===== src/rtl/unifiedmem_pkg.sv =====
// Shared definitions for the unified-memory DMA block: lane count, FSM
// state and mode encodings, and the packed-bus lane indexing helper.
package unifiedmem_pkg;

    localparam int unsigned NLANES = 7;
    localparam int unsigned LANEW  = 3;

    typedef enum logic [1:0] {
        ST_IDLE = 2'd0,
        ST_RD   = 2'd1,
        ST_WR   = 2'd2,
        ST_FIN  = 2'd3
    } state_e;

    typedef enum logic {
        MODE_COPY = 1'b0,
        MODE_FILL = 1'b1
    } mode_e;

    // Low bit index of lane 'lane' inside a packed bus of 'width'-bit fields.
    function automatic int unsigned lane_slice(input int unsigned lane,
                                               input int unsigned width);
        return lane * width;
    endfunction

endpackage


===== src/rtl/unifiedmem_lane_mux.sv =====
// Lane steering for the packed unified-memory bus.
//   act/lane/addr/wdata/we : the single lane access to place on the bus
//   rd_lane/mem_rd         : read-lane select and packed read data
//   mem_we_c/mem_a_c/mem_wd_c : packed bus with every other lane zero
//   rd_data_c              : selected lane slice of mem_rd
module unifiedmem_lane_mux
    import unifiedmem_pkg::*;
#(
    parameter int unsigned WIDTH = 32,
    parameter int unsigned ADDRW = 9
) (
    input  logic                     act,
    input  logic                     we,
    input  logic [LANEW-1:0]         lane,
    input  logic [ADDRW-1:0]         addr,
    input  logic [WIDTH-1:0]         wdata,
    input  logic [LANEW-1:0]         rd_lane,
    input  logic [WIDTH*NLANES-1:0]  mem_rd,
    output logic [NLANES-1:0]        mem_we_c,
    output logic [WIDTH*NLANES-1:0]  mem_a_c,
    output logic [WIDTH*NLANES-1:0]  mem_wd_c,
    output logic [WIDTH-1:0]         rd_data_c
);

    // One active lane at most; idle lanes stay all-zero.
    always_comb begin
        mem_we_c  = '0;
        mem_a_c   = '0;
        mem_wd_c  = '0;
        rd_data_c = '0;
        for (int k = 0; k < NLANES; k++) begin
            if (act && (lane == LANEW'(k))) begin
                mem_a_c[lane_slice(k, WIDTH) +: WIDTH]  = WIDTH'(addr);
                mem_wd_c[lane_slice(k, WIDTH) +: WIDTH] = wdata;
                mem_we_c[k]                             = we;
            end
            if (rd_lane == LANEW'(k)) begin
                rd_data_c = mem_rd[lane_slice(k, WIDTH) +: WIDTH];
            end
        end
    end

endmodule


===== src/rtl/unifiedmem_dma.sv =====
// Block-transfer initiator (COPY / FILL) for the 7-lane unified memory.
//   clk, rst (async, active-high)
//   start/mode/src_lane/dst_lane/src_base/dst_base/length/fill_value : command
//   abort      : cancel an active transfer
//   busy/done/err/words_done : status
//   mem_we/mem_a/mem_wd : packed memory write/address bus (registered)
//   mem_rd     : packed combinational read data
module unifiedmem_dma
    import unifiedmem_pkg::*;
#(
    parameter  int unsigned WIDTH   = 32,
    parameter  int unsigned RAMSIZE = 512,
    localparam int unsigned ADDRW   = $clog2(RAMSIZE)
) (
    input  logic                     clk,
    input  logic                     rst,
    input  logic                     start,
    input  logic                     mode,
    input  logic [2:0]               src_lane,
    input  logic [2:0]               dst_lane,
    input  logic [ADDRW-1:0]         src_base,
    input  logic [ADDRW-1:0]         dst_base,
    input  logic [ADDRW:0]           length,
    input  logic [WIDTH-1:0]         fill_value,
    input  logic                     abort,
    output logic                     busy,
    output logic                     done,
    output logic                     err,
    output logic [ADDRW:0]           words_done,
    output logic [NLANES-1:0]        mem_we,
    output logic [WIDTH*NLANES-1:0]  mem_a,
    output logic [WIDTH*NLANES-1:0]  mem_wd,
    input  logic [WIDTH*NLANES-1:0]  mem_rd
);

    localparam int unsigned CNTW = ADDRW + 1;
    localparam int unsigned SUMW = ADDRW + 2;
    localparam int unsigned BUSW = WIDTH * NLANES;

    localparam logic [1:0] S_IDLE = ST_IDLE;
    localparam logic [1:0] S_RD   = ST_RD;
    localparam logic [1:0] S_WR   = ST_WR;
    localparam logic [1:0] S_FIN  = ST_FIN;

    logic [1:0]        state_q,    state_n;
    logic              mode_q,     mode_n;
    logic [LANEW-1:0]  src_lane_q, src_lane_n;
    logic [LANEW-1:0]  dst_lane_q, dst_lane_n;
    logic [ADDRW-1:0]  src_base_q, src_base_n;
    logic [ADDRW-1:0]  dst_base_q, dst_base_n;
    logic [CNTW-1:0]   len_q,      len_n;
    logic [WIDTH-1:0]  fill_q,     fill_n;
    logic [CNTW-1:0]   idx_q,      idx_n;
    logic [WIDTH-1:0]  data_q,     data_n;
    logic [CNTW-1:0]   words_n;
    logic              err_n;

    logic              bus_act;
    logic              bus_we;
    logic [LANEW-1:0]  bus_lane;
    logic [ADDRW-1:0]  bus_addr;
    logic [WIDTH-1:0]  bus_wdata;

    logic [NLANES-1:0] nxt_we_c;
    logic [BUSW-1:0]   nxt_a_c;
    logic [BUSW-1:0]   nxt_wd_c;
    logic [WIDTH-1:0]  rd_data_c;

    // (base + ofs) mod RAMSIZE; base < 2^ADDRW < 2*RAMSIZE and ofs < RAMSIZE.
    function automatic logic [ADDRW-1:0] wrap_add(input logic [ADDRW-1:0] base,
                                                  input logic [CNTW-1:0]  ofs);
        logic [SUMW-1:0] sum;
        sum = SUMW'(base) + SUMW'(ofs);
        if (sum >= SUMW'(RAMSIZE)) sum = sum - SUMW'(RAMSIZE);
        if (sum >= SUMW'(RAMSIZE)) sum = sum - SUMW'(RAMSIZE);
        return ADDRW'(sum);
    endfunction

    // Next-state, command latch and next memory-bus request.
    always_comb begin
        state_n    = state_q;
        mode_n     = mode_q;
        src_lane_n = src_lane_q;
        dst_lane_n = dst_lane_q;
        src_base_n = src_base_q;
        dst_base_n = dst_base_q;
        len_n      = len_q;
        fill_n     = fill_q;
        idx_n      = idx_q;
        data_n     = data_q;
        words_n    = words_done;
        err_n      = 1'b0;
        bus_act    = 1'b0;
        bus_we     = 1'b0;
        bus_lane   = '0;
        bus_addr   = '0;
        bus_wdata  = '0;

        case (state_q)
            S_IDLE: begin
                if (start) begin
                    mode_n     = mode;
                    src_lane_n = src_lane;
                    dst_lane_n = dst_lane;
                    src_base_n = src_base;
                    dst_base_n = dst_base;
                    len_n      = length;
                    fill_n     = fill_value;
                    idx_n      = '0;
                    words_n    = '0;
                    if (((mode == MODE_COPY) && (src_lane > LANEW'(NLANES - 1))) ||
                        (dst_lane > LANEW'(NLANES - 1))) begin
                        state_n = S_FIN;
                        err_n   = 1'b1;
                    end else if (length == '0) begin
                        state_n = S_FIN;
                    end else if (mode == MODE_FILL) begin
                        state_n = S_WR;
                    end else begin
                        state_n = S_RD;
                    end
                end
            end
            S_RD: begin
                if (abort) begin
                    state_n = S_IDLE;
                end else begin
                    data_n  = rd_data_c;
                    state_n = S_WR;
                end
            end
            S_WR: begin
                // The write on the bus this cycle commits even when aborting.
                idx_n   = idx_q + CNTW'(1);
                words_n = words_done + CNTW'(1);
                if (abort) begin
                    state_n = S_IDLE;
                end else if (idx_q == len_q - CNTW'(1)) begin
                    state_n = S_FIN;
                end else if (mode_q == MODE_FILL) begin
                    state_n = S_WR;
                end else begin
                    state_n = S_RD;
                end
            end
            S_FIN: begin
                state_n = S_IDLE;
            end
            default: begin
                state_n = S_IDLE;
            end
        endcase

        if (state_n == S_RD) begin
            bus_act  = 1'b1;
            bus_lane = src_lane_n;
            bus_addr = wrap_add(src_base_n, idx_n);
        end else if (state_n == S_WR) begin
            bus_act   = 1'b1;
            bus_we    = 1'b1;
            bus_lane  = dst_lane_n;
            bus_addr  = wrap_add(dst_base_n, idx_n);
            bus_wdata = (mode_n == MODE_FILL) ? fill_n : data_n;
        end
    end

    unifiedmem_lane_mux #(
        .WIDTH (WIDTH),
        .ADDRW (ADDRW)
    ) u_lane_mux (
        .act       (bus_act),
        .we        (bus_we),
        .lane      (bus_lane),
        .addr      (bus_addr),
        .wdata     (bus_wdata),
        .rd_lane   (src_lane_q),
        .mem_rd    (mem_rd),
        .mem_we_c  (nxt_we_c),
        .mem_a_c   (nxt_a_c),
        .mem_wd_c  (nxt_wd_c),
        .rd_data_c (rd_data_c)
    );

    // State, command and registered outputs.
    always_ff @(posedge clk or posedge rst) begin
        if (rst) begin
            state_q    <= S_IDLE;
            mode_q     <= 1'b0;
            src_lane_q <= '0;
            dst_lane_q <= '0;
            src_base_q <= '0;
            dst_base_q <= '0;
            len_q      <= '0;
            fill_q     <= '0;
            idx_q      <= '0;
            data_q     <= '0;
            busy       <= 1'b0;
            done       <= 1'b0;
            err        <= 1'b0;
            words_done <= '0;
            mem_we     <= '0;
            mem_a      <= '0;
            mem_wd     <= '0;
        end else begin
            state_q    <= state_n;
            mode_q     <= mode_n;
            src_lane_q <= src_lane_n;
            dst_lane_q <= dst_lane_n;
            src_base_q <= src_base_n;
            dst_base_q <= dst_base_n;
            len_q      <= len_n;
            fill_q     <= fill_n;
            idx_q      <= idx_n;
            data_q     <= data_n;
            busy       <= (state_n == S_RD) || (state_n == S_WR);
            done       <= (state_n == S_FIN);
            err        <= err_n;
            words_done <= words_n;
            mem_we     <= nxt_we_c;
            mem_a      <= nxt_a_c;
            mem_wd     <= nxt_wd_c;
        end
    end

endmodule


===== config.mk =====
export PLATFORM = sky130hd
export DESIGN_NAME = unifiedmem_dma
export DESIGN_NICKNAME = d
export VERILOG_FILES = /design/src/rtl/unifiedmem_pkg.sv /design/src/rtl/unifiedmem_lane_mux.sv /design/src/rtl/unifiedmem_dma.sv
export SDC_FILE = /design/constraint.sdc
export NUM_CORES = 1
export LEC_CHECK = 0
export CELL_PAD_IN_SITES_DETAIL_PLACEMENT = 1
export CELL_PAD_IN_SITES_GLOBAL_PLACEMENT = 1
export CORE_AREA = 5 5 291 293
export CTS_BUF_LIST = sky130_fd_sc_hd__clkbuf_4
export DETAILED_ROUTE_END_ITERATION = 10
export DIE_AREA = 0 0 296 298
export PLACE_DENSITY = 0.61
export SETUP_SLACK_MARGIN = 0.1
export SYNTH_ARGS = -nofsm -noshare
export SYNTH_HDL_FRONTEND = slang
export SYNTH_SLANG_ARGS = --single-unit

===== constraint.sdc =====
create_clock -name clk -period 15.5 [get_ports clk]
set_clock_uncertainty 0.1 [all_clocks]
set_input_delay 2.325 -clock clk [delete_from_list [all_inputs] [get_ports clk]]
set_output_delay 2.325 -clock clk [all_outputs]
set_load 0.01 [all_outputs]

**Word level (Yosys, flattened, before mapping)**

Index checks and enable logic that the tools add are counted.

- Add/subtract/negate cells: 9
- Order comparisons: 6
- Eq/ne operators: 20
- Multiplexer cells: 75
- Bitwise gates (word level): 1
- Reduce and logical (&&, ||, !) cells: 17

Operators with widths:

| operator | number |
|---|---|
| $mux W32 | 21 |
| $mux W9 | 15 |
| $mux W11 | 5 |
| $ge A11 B10 Y1 const B | 4 |
| $pmux W10 S2 | 2 |
| $add A9 B10 Y11 | 2 |
| $sub A11 B10 Y11 const B | 2 |
| $add A10 B1 Y10 const B | 2 |
| $mux W10 | 2 |
| $eq A3 B3 Y1 const B | 6 |
| $mux W3 | 6 |
| $sub A9 B1 Y9 const B | 2 |
| $mux W2 | 8 |
| $mux W1 | 15 |
| $eq A3 B2 Y1 const B | 4 |
| $eq A10 B10 Y1 | 1 |
| $logic_not A10 Y1 | 1 |
| $sub A10 B1 Y10 const B | 1 |
| $eq A2 B2 Y1 const B | 4 |
| $logic_and A1 B1 Y1 | 8 |
| $pmux W2 S4 | 1 |
| $eq A3 B1 Y1 const B | 2 |
| $gt A3 B3 Y1 const B | 2 |
| $logic_not A3 Y1 | 2 |
| other kinds (7) | 10 |

- Bits in registers: 579
- Output and inout bits: 468
- Logic and storage cells: 145

**Longest topological paths before layout**

- Depth after elaboration: 14
- Gate-level depth with buffers: 17
- Gate-level depth less buffers: 15

**By module**

From an unflattened synthesis, not the netlist that was laid out.

- Cell total of the unflattened synthesis: 1,967
- Area, all modules: 23,478.8 um2

By module, submodules not included:

| module | times used | cells each | area an instance (um2) | sequential area each (um2) |
|---|---|---|---|---|
| unifiedmem_dma | 1 | 1,170 | 17,788.3 | 14,488.9 |
| unifiedmem_lane_mux | 1 | 797 | 5,690.5 | 0.0 |

**Least setup slack after synthesis**

Ideal clock, no wire load.

- Path type: input -> register
- From: input port start
- To: register mem_a[40]
- Arrival time: 5.390 ns
- Data required time: 15.316 ns
- Setup slack: 9.926 ns
- Cell stages on the path: 16
- Path through: nor3b_2 -> buf_2 -> buf_1 -> buf_1 -> nand2_1 -> nand2_1 -> ha_1 -> inv_1 -> fa_1 -> nor2b_1 -> o21ai_0 -> a21boi_0 -> o41ai_1 -> or3_1 -> clkbuf_1 -> a31oi_1

- Word-level cells in the longest chain between the ends: 12
- Elaborated cells on any way between the ends: 40
- Those cells by class: 6 x add/sub; 4 x order compare; 3 x eq/ne; 26 x mux; 1 x reduce/logical

Ends and longest elaborated chain:

| what | line | RTL |
|---|---|---|
| from (decl) | unifiedmem_dma.sv:17 | `input logic start,` |
| $mux W9 * | unifiedmem_dma.sv:101 | `if (start) begin` |
| $mux W9 * | unifiedmem_dma.sv:99 | `case (state_q)` |
| via dst_base_n[0] | unifiedmem_dma.sv:50 | `logic [ADDRW-1:0] dst_base_q, dst_base_n;` |
| $add A9 B10 Y11 * | unifiedmem_dma.sv:73 | `sum = SUMW'(base) + SUMW'(ofs);` |
| $sub A11 B10 Y11 or $ge A11 B10 Y1 (tied branches) | unifiedmem_dma.sv:74 | `if (sum >= SUMW'(RAMSIZE)) sum = sum - SUMW'(RAMSIZE);` |
| $mux W11 * | unifiedmem_dma.sv:74 |  |
| $mux W11 * | unifiedmem_dma.sv:158 | `end else if (state_n == S_WR) begin` |
| $mux W11 * | unifiedmem_dma.sv:154 | `if (state_n == S_RD) begin` |
| $sub A9 B1 Y9 or $ge A11 B10 Y1 (tied branches) | unifiedmem_dma.sv:75 | `if (sum >= SUMW'(RAMSIZE)) sum = sum - SUMW'(RAMSIZE);` |
| $mux W9 * | unifiedmem_dma.sv:75 |  |
| $mux W9 * | unifiedmem_dma.sv:158 |  |
| $mux W9 * | unifiedmem_dma.sv:154 |  |
| $mux W9 * | unifiedmem_lane_mux.sv:32 | `if (act && (lane == LANEW'(k))) begin` |
| via nxt_a_c[40] | unifiedmem_dma.sv:65 | `logic [BUSW-1:0] nxt_a_c;` |
| to (signal assigned) | unifiedmem_dma.sv:220 | `mem_a <= nxt_a_c;` |
| to (decl) | unifiedmem_dma.sv:31 | `output logic [WIDTH*NLANES-1:0] mem_a,` |

The timed path passes the listed nets; every way through them passes the cells marked *. The select of a mux whose other input is x is not followed.
A chain may end at the register's enable or synchronous reset.

**Worst setup path after layout**

- From: input port dst_lane[0]
- To: register mem_wd[180]

- Word-level cells in the longest chain between the ends: 11
- Elaborated cells on any way between the ends: 18
- Those cells by class: 1 x order compare; 3 x eq/ne; 12 x mux; 2 x reduce/logical

Ends and longest elaborated chain:

| what | line | RTL |
|---|---|---|
| from (decl) | unifiedmem_dma.sv:20 | `input logic [2:0] dst_lane,` |
| $gt A3 B3 Y1 * | unifiedmem_dma.sv:112 | `(dst_lane > LANEW'(NLANES - 1))) begin` |
| $logic_or A1 B1 Y1 * | unifiedmem_dma.sv:111 | `if (((mode == MODE_COPY) && (src_lane > LANEW'(NLANES - 1))) \|\|` |
| $mux W2 * | unifiedmem_dma.sv:111 |  |
| $mux W2 * | unifiedmem_dma.sv:101 |  |
| $pmux W2 S4 * | unifiedmem_dma.sv:99 |  |
| via state_n[1] | unifiedmem_dma.sv:45 | `logic [1:0] state_q, state_n;` |
| $eq A2 B2 Y1 | unifiedmem_dma.sv:158 |  |
| $mux W3 | unifiedmem_dma.sv:158 |  |
| $mux W3 | unifiedmem_dma.sv:154 |  |
| $eq A3 B3 Y1 | unifiedmem_lane_mux.sv:32 |  |
| $logic_and A1 B1 Y1 | unifiedmem_lane_mux.sv:32 |  |
| $mux W32 * | unifiedmem_lane_mux.sv:32 |  |
| via nxt_wd_c[180] | unifiedmem_dma.sv:66 | `logic [BUSW-1:0] nxt_wd_c;` |
| to (signal assigned) | unifiedmem_dma.sv:221 | `mem_wd <= nxt_wd_c;` |
| to (decl) | unifiedmem_dma.sv:32 | `output logic [WIDTH*NLANES-1:0] mem_wd,` |

The timed path passes the listed nets; every way through them passes the cells marked *.

==> parameters.txt <==
Parameter                              Value

Outcome
  Status    completed

Clock tree
  Cell chosen for the clock root    clkbuf_4
  CTS tree    done
  Clock edge transition at the registers on the reported setup and hold paths    0.05 ns
  Insertion delay of the later-clocked pin in the worst-skew pair    0.89 ns
  H-Tree Depth    3
  Clock sink count    418
  Post-cts sizing count    0
  Buffer levels on the longest clock path    3
  Number of buffers inserted by hold repair at cts    0
  Post CTS Setup Buffer Count    0
  Total CTS buffers    117

STA
  Worst-margin pin slew    1.157 ns
  Setup violators final    0
  Final number of hold-violating endpoints    0
  Final number of max-transition violations    0
  Hold WS    0.3710 ns
  RSZ-0062 raised after global routing    no
  Portion of the clock cycle consumed by the worst path in the final layout    39.22%
  Max-slew headroom    between 20% and 30%
  Top achievable clock speed    ~160 MHz
  Final sum of negative setup slack    0 ns
  Crit path time final    6.079 ns

Routing
  Total Wirelength    78880 µm
  Total DRC errors in the routed layout    0
  1st-pass router iterations    7
  Number of DRC markers in iteration 0    ~660
  Number of vias per cell after detailed routing    4.233
  Via count of the routed design    14680
  Post-route ant nets    0
  Wire length per cell    around 23 µm

Logic synthesis
  Leading area contributor after synthesis    dfrtp_1
  Area fraction of the dominant cell type after synthesis    57.81%
  Number of instances in the synthesized netlist    1650
  Top cell types by occurrence after synthesis    dfrtp_1 (418), nor2_1 (285), nand2_1 (247)
  Post-synthesis average cell area    10.97 µm²
  Flip-flop cell with the highest count after synthesis    dfrtp_1
  Synth warnings    0
  Most area-consuming cells after synthesis    dfrtp_1 (58%), buf_4 (6.7%), mux2i_1 (6.1%), nor2_1 (5.9%), nand2_1 (5.1%)
  Netlist cell types    63
  Post-Syn Area    approximately 0.018 mm²
  Number of register bits inferred by synthesis    about 420
  Seq/Total Area, Yosys    between 50 and 60%
  Post-synth EDFFs    0
  Post-synth ARST share    between 90% and 100%
  Dominant cell by count in the synthesized netlist    dfrtp_1

Critical path
  Crit path top cell by count    nor2_1
  Largest incremental delay on the critical path    0.78 ns
  Kind of cell adding the most delay to the critical path    simple AND/OR/NAND/NOR gates
  CP required    16.10 ns
  Element type at the critical path start    input port
  Largest driver fanout on the critical path    32
  Worst endpoint data arrival time    6.68 ns
  Critical setup path kind    input port to flop
  Crit path buf inv count    2
  Slowest cell on the critical path    nand2_2
  Kind of end point of the critical path    flop
  Cells along the critical path    clkdlybuf4s50_1 > nand3_1 > a21boi_0 > a21oi_1 > or3_1 > ha_1 > inv_1 > nor2_1 > o41ai_2 > nand2_2 > nor2_1

Floorplanning
  Die Width    296 µm
  Number of cell rows    105
  Overall die area    about 0.088 mm²
  Number of ports placed on the die boundary    763
  Starting density of the core    22.18%
  Std-Cell Core Area    0.08158 mm²
  Die height    298 µm

Finish
  Number of fill cells    9282
  Fraction of layout instances using a drive strength above 1    10.94%
  Final core utilization    between 30% and 40%
  Combined area of the multi-input logic cells    0.006655 mm²
  Syn-to-layout area delta    44.74%
  Final Net Count    2620
  Final Non-Filler Cells    about 3500
  Register area    approximately 0.010 mm²

Placed design
  Number of port buffers    601
  RePlAce Congestion    0.9029
  HPWL after detailed placement    59000 µm
  Placed Instances    3252

Power
  Fraction of power consumed by combinational cells    a little under two fifths
  Fraction of power spent switching nets    40.17%
  Internal Pwr Total    around 2.3 mW
  Total power density per cell area    145.9 mW/mm²
  Net switching power of the design    1.535 mW
  LEAKAGE    roughly 12 nW
  Sequential group share of total power    35.6%
  Fraction of power consumed by the clock network    26.5%
  Peak VDD IR    0.05945 mV

Global routing
  Largest net degree at the start of global routing    approximately 150
  First-pass GRT wire length    ~110000 µm
  Final global-route overflow total    0
  Combined global-route utilization of all metal layers    between 10% and 20%
  Via count of the first global-routing pass    16360
  Antenna violations before repair    15

Run
  Max-capacitance violation count    0

Min path
  Type of the worst min-delay path    flop to flop
-- sequential cells by signal, indices dropped and copies added (netlist names), 3 cells and up, named ones only --
name / count
data_q: 32
dst_base_q: 9
dst_lane_q: 3
fill_q: 32
idx_q: 9
len_q: 10
mem_a: 63
mem_wd: 224
mem_we: 7
src_base_q: 9
src_lane_q: 3
words_done: 10
-- power by group through the flow --
stage | Combinational (mW) | Clock (mW) | Sequential [mW]
after CTS | 1.48 | 1.07 | 1.36
after global routing | 1.58 | 1.13 | 1.38
after floorplan | 0.925 | 0 | 1.33
after global placement | 1.44 | 0 | 1.38
after detailed placement | 1.47 | 0 | 1.38
final | 1.45 | 1.01 | 1.36
-- per-layer routing --
layer	vias to the layer above	wire [µm]	global-route usage (%)	part of all wire [%]
met5	-	55	0	0.070
met4	10	1759	5.001	2.2
met2	653	37590	28.59	48
met1	7339	32510	20.91	41
met3	116	6968	5.937	8.8
li1	6557	-	-	-
-- stage by stage --
step / total power, mW / area (µm²) / setup slack, ns
final: 3.821 / 26190 / 9.421
after detailed placement: 2.853 / 24680 / 8.561
after global routing: 4.089 / 26180 / 9.276
after floorplan: 2.255 / 18690 / 1.440
after CTS: 3.907 / 26160 / 9.528
after global placement: 2.818 / 24680 / 8.717
-- cells by family after synthesis --
| group | count (synthesis) | synth area share [%] |
|---|---|---|
| AOI/OAI and AO/OA | 172 | 6.245 |
| xor gates and xnor gates | 19 | 1.072 |
| adders and majority gates | 24 | 1.743 |
| buffers and inverters | 260 | 8.990 |
| DFF | 418 | 57.81 |
| muxes | 149 | 10.52 |
| other | 1 | 0.02073 |
| and+or+nand+nor | 607 | 13.60 |
-- tightest hold or removal path, delay by kind of cell, from the launching register on --
family,cells,cell delay [ns]
simple gates,2,0.12
flops,1,0.31
-- path summary, 6_finish.rpt --
check                                  from       endpoint  slack, ns  cells after the start
worst min register to register    fill_q[0]      fill_q[0]       0.37                      2
min in group asynchronous               rst    mem_wd[176]       1.88                      2
worst max-delay path            dst_lane[0]    mem_wd[180]       9.42                     11
worst max register to register     len_q[2]    mem_wd[180]      10.21                     11
worst min-delay path              fill_q[0]      fill_q[0]       0.37                      2
max in group asynchronous               rst  src_lane_q[1]      10.91                      4
-- final cells by class --
cell class	count	share of cell area (%)
Clock buffer	171	4.902
Inverter	18	0.2867
Timing Repair Buffer	614	23.44
Multi-Input combinational cell	1132	25.41
Sequential cell	418	39.98
Clock inverter	32	0.7549
Antenna cell	12	0.1147
Tap cell	1070	5.112
-- cells in the final DEF, fill, tap and decap left out, types with 16 or more instances in the layout --
cell type / n
o21ai_0: 54
nor3_1: 19
nand2_1: 239
ha_1: 22
a31oi_1: 17
nor2_1: 285
mux2i_1: 110
conb_1: 161
inv_1: 17
mux4_2: 32
clkdlybuf4s50_1: 601
a21oi_1: 38
dfrtp_1: 415
o2bb2ai_1: 32
clkbuf_4: 171
clkinv_1: 18
nand3_1: 16
Power figures use the tool's default switching activity.
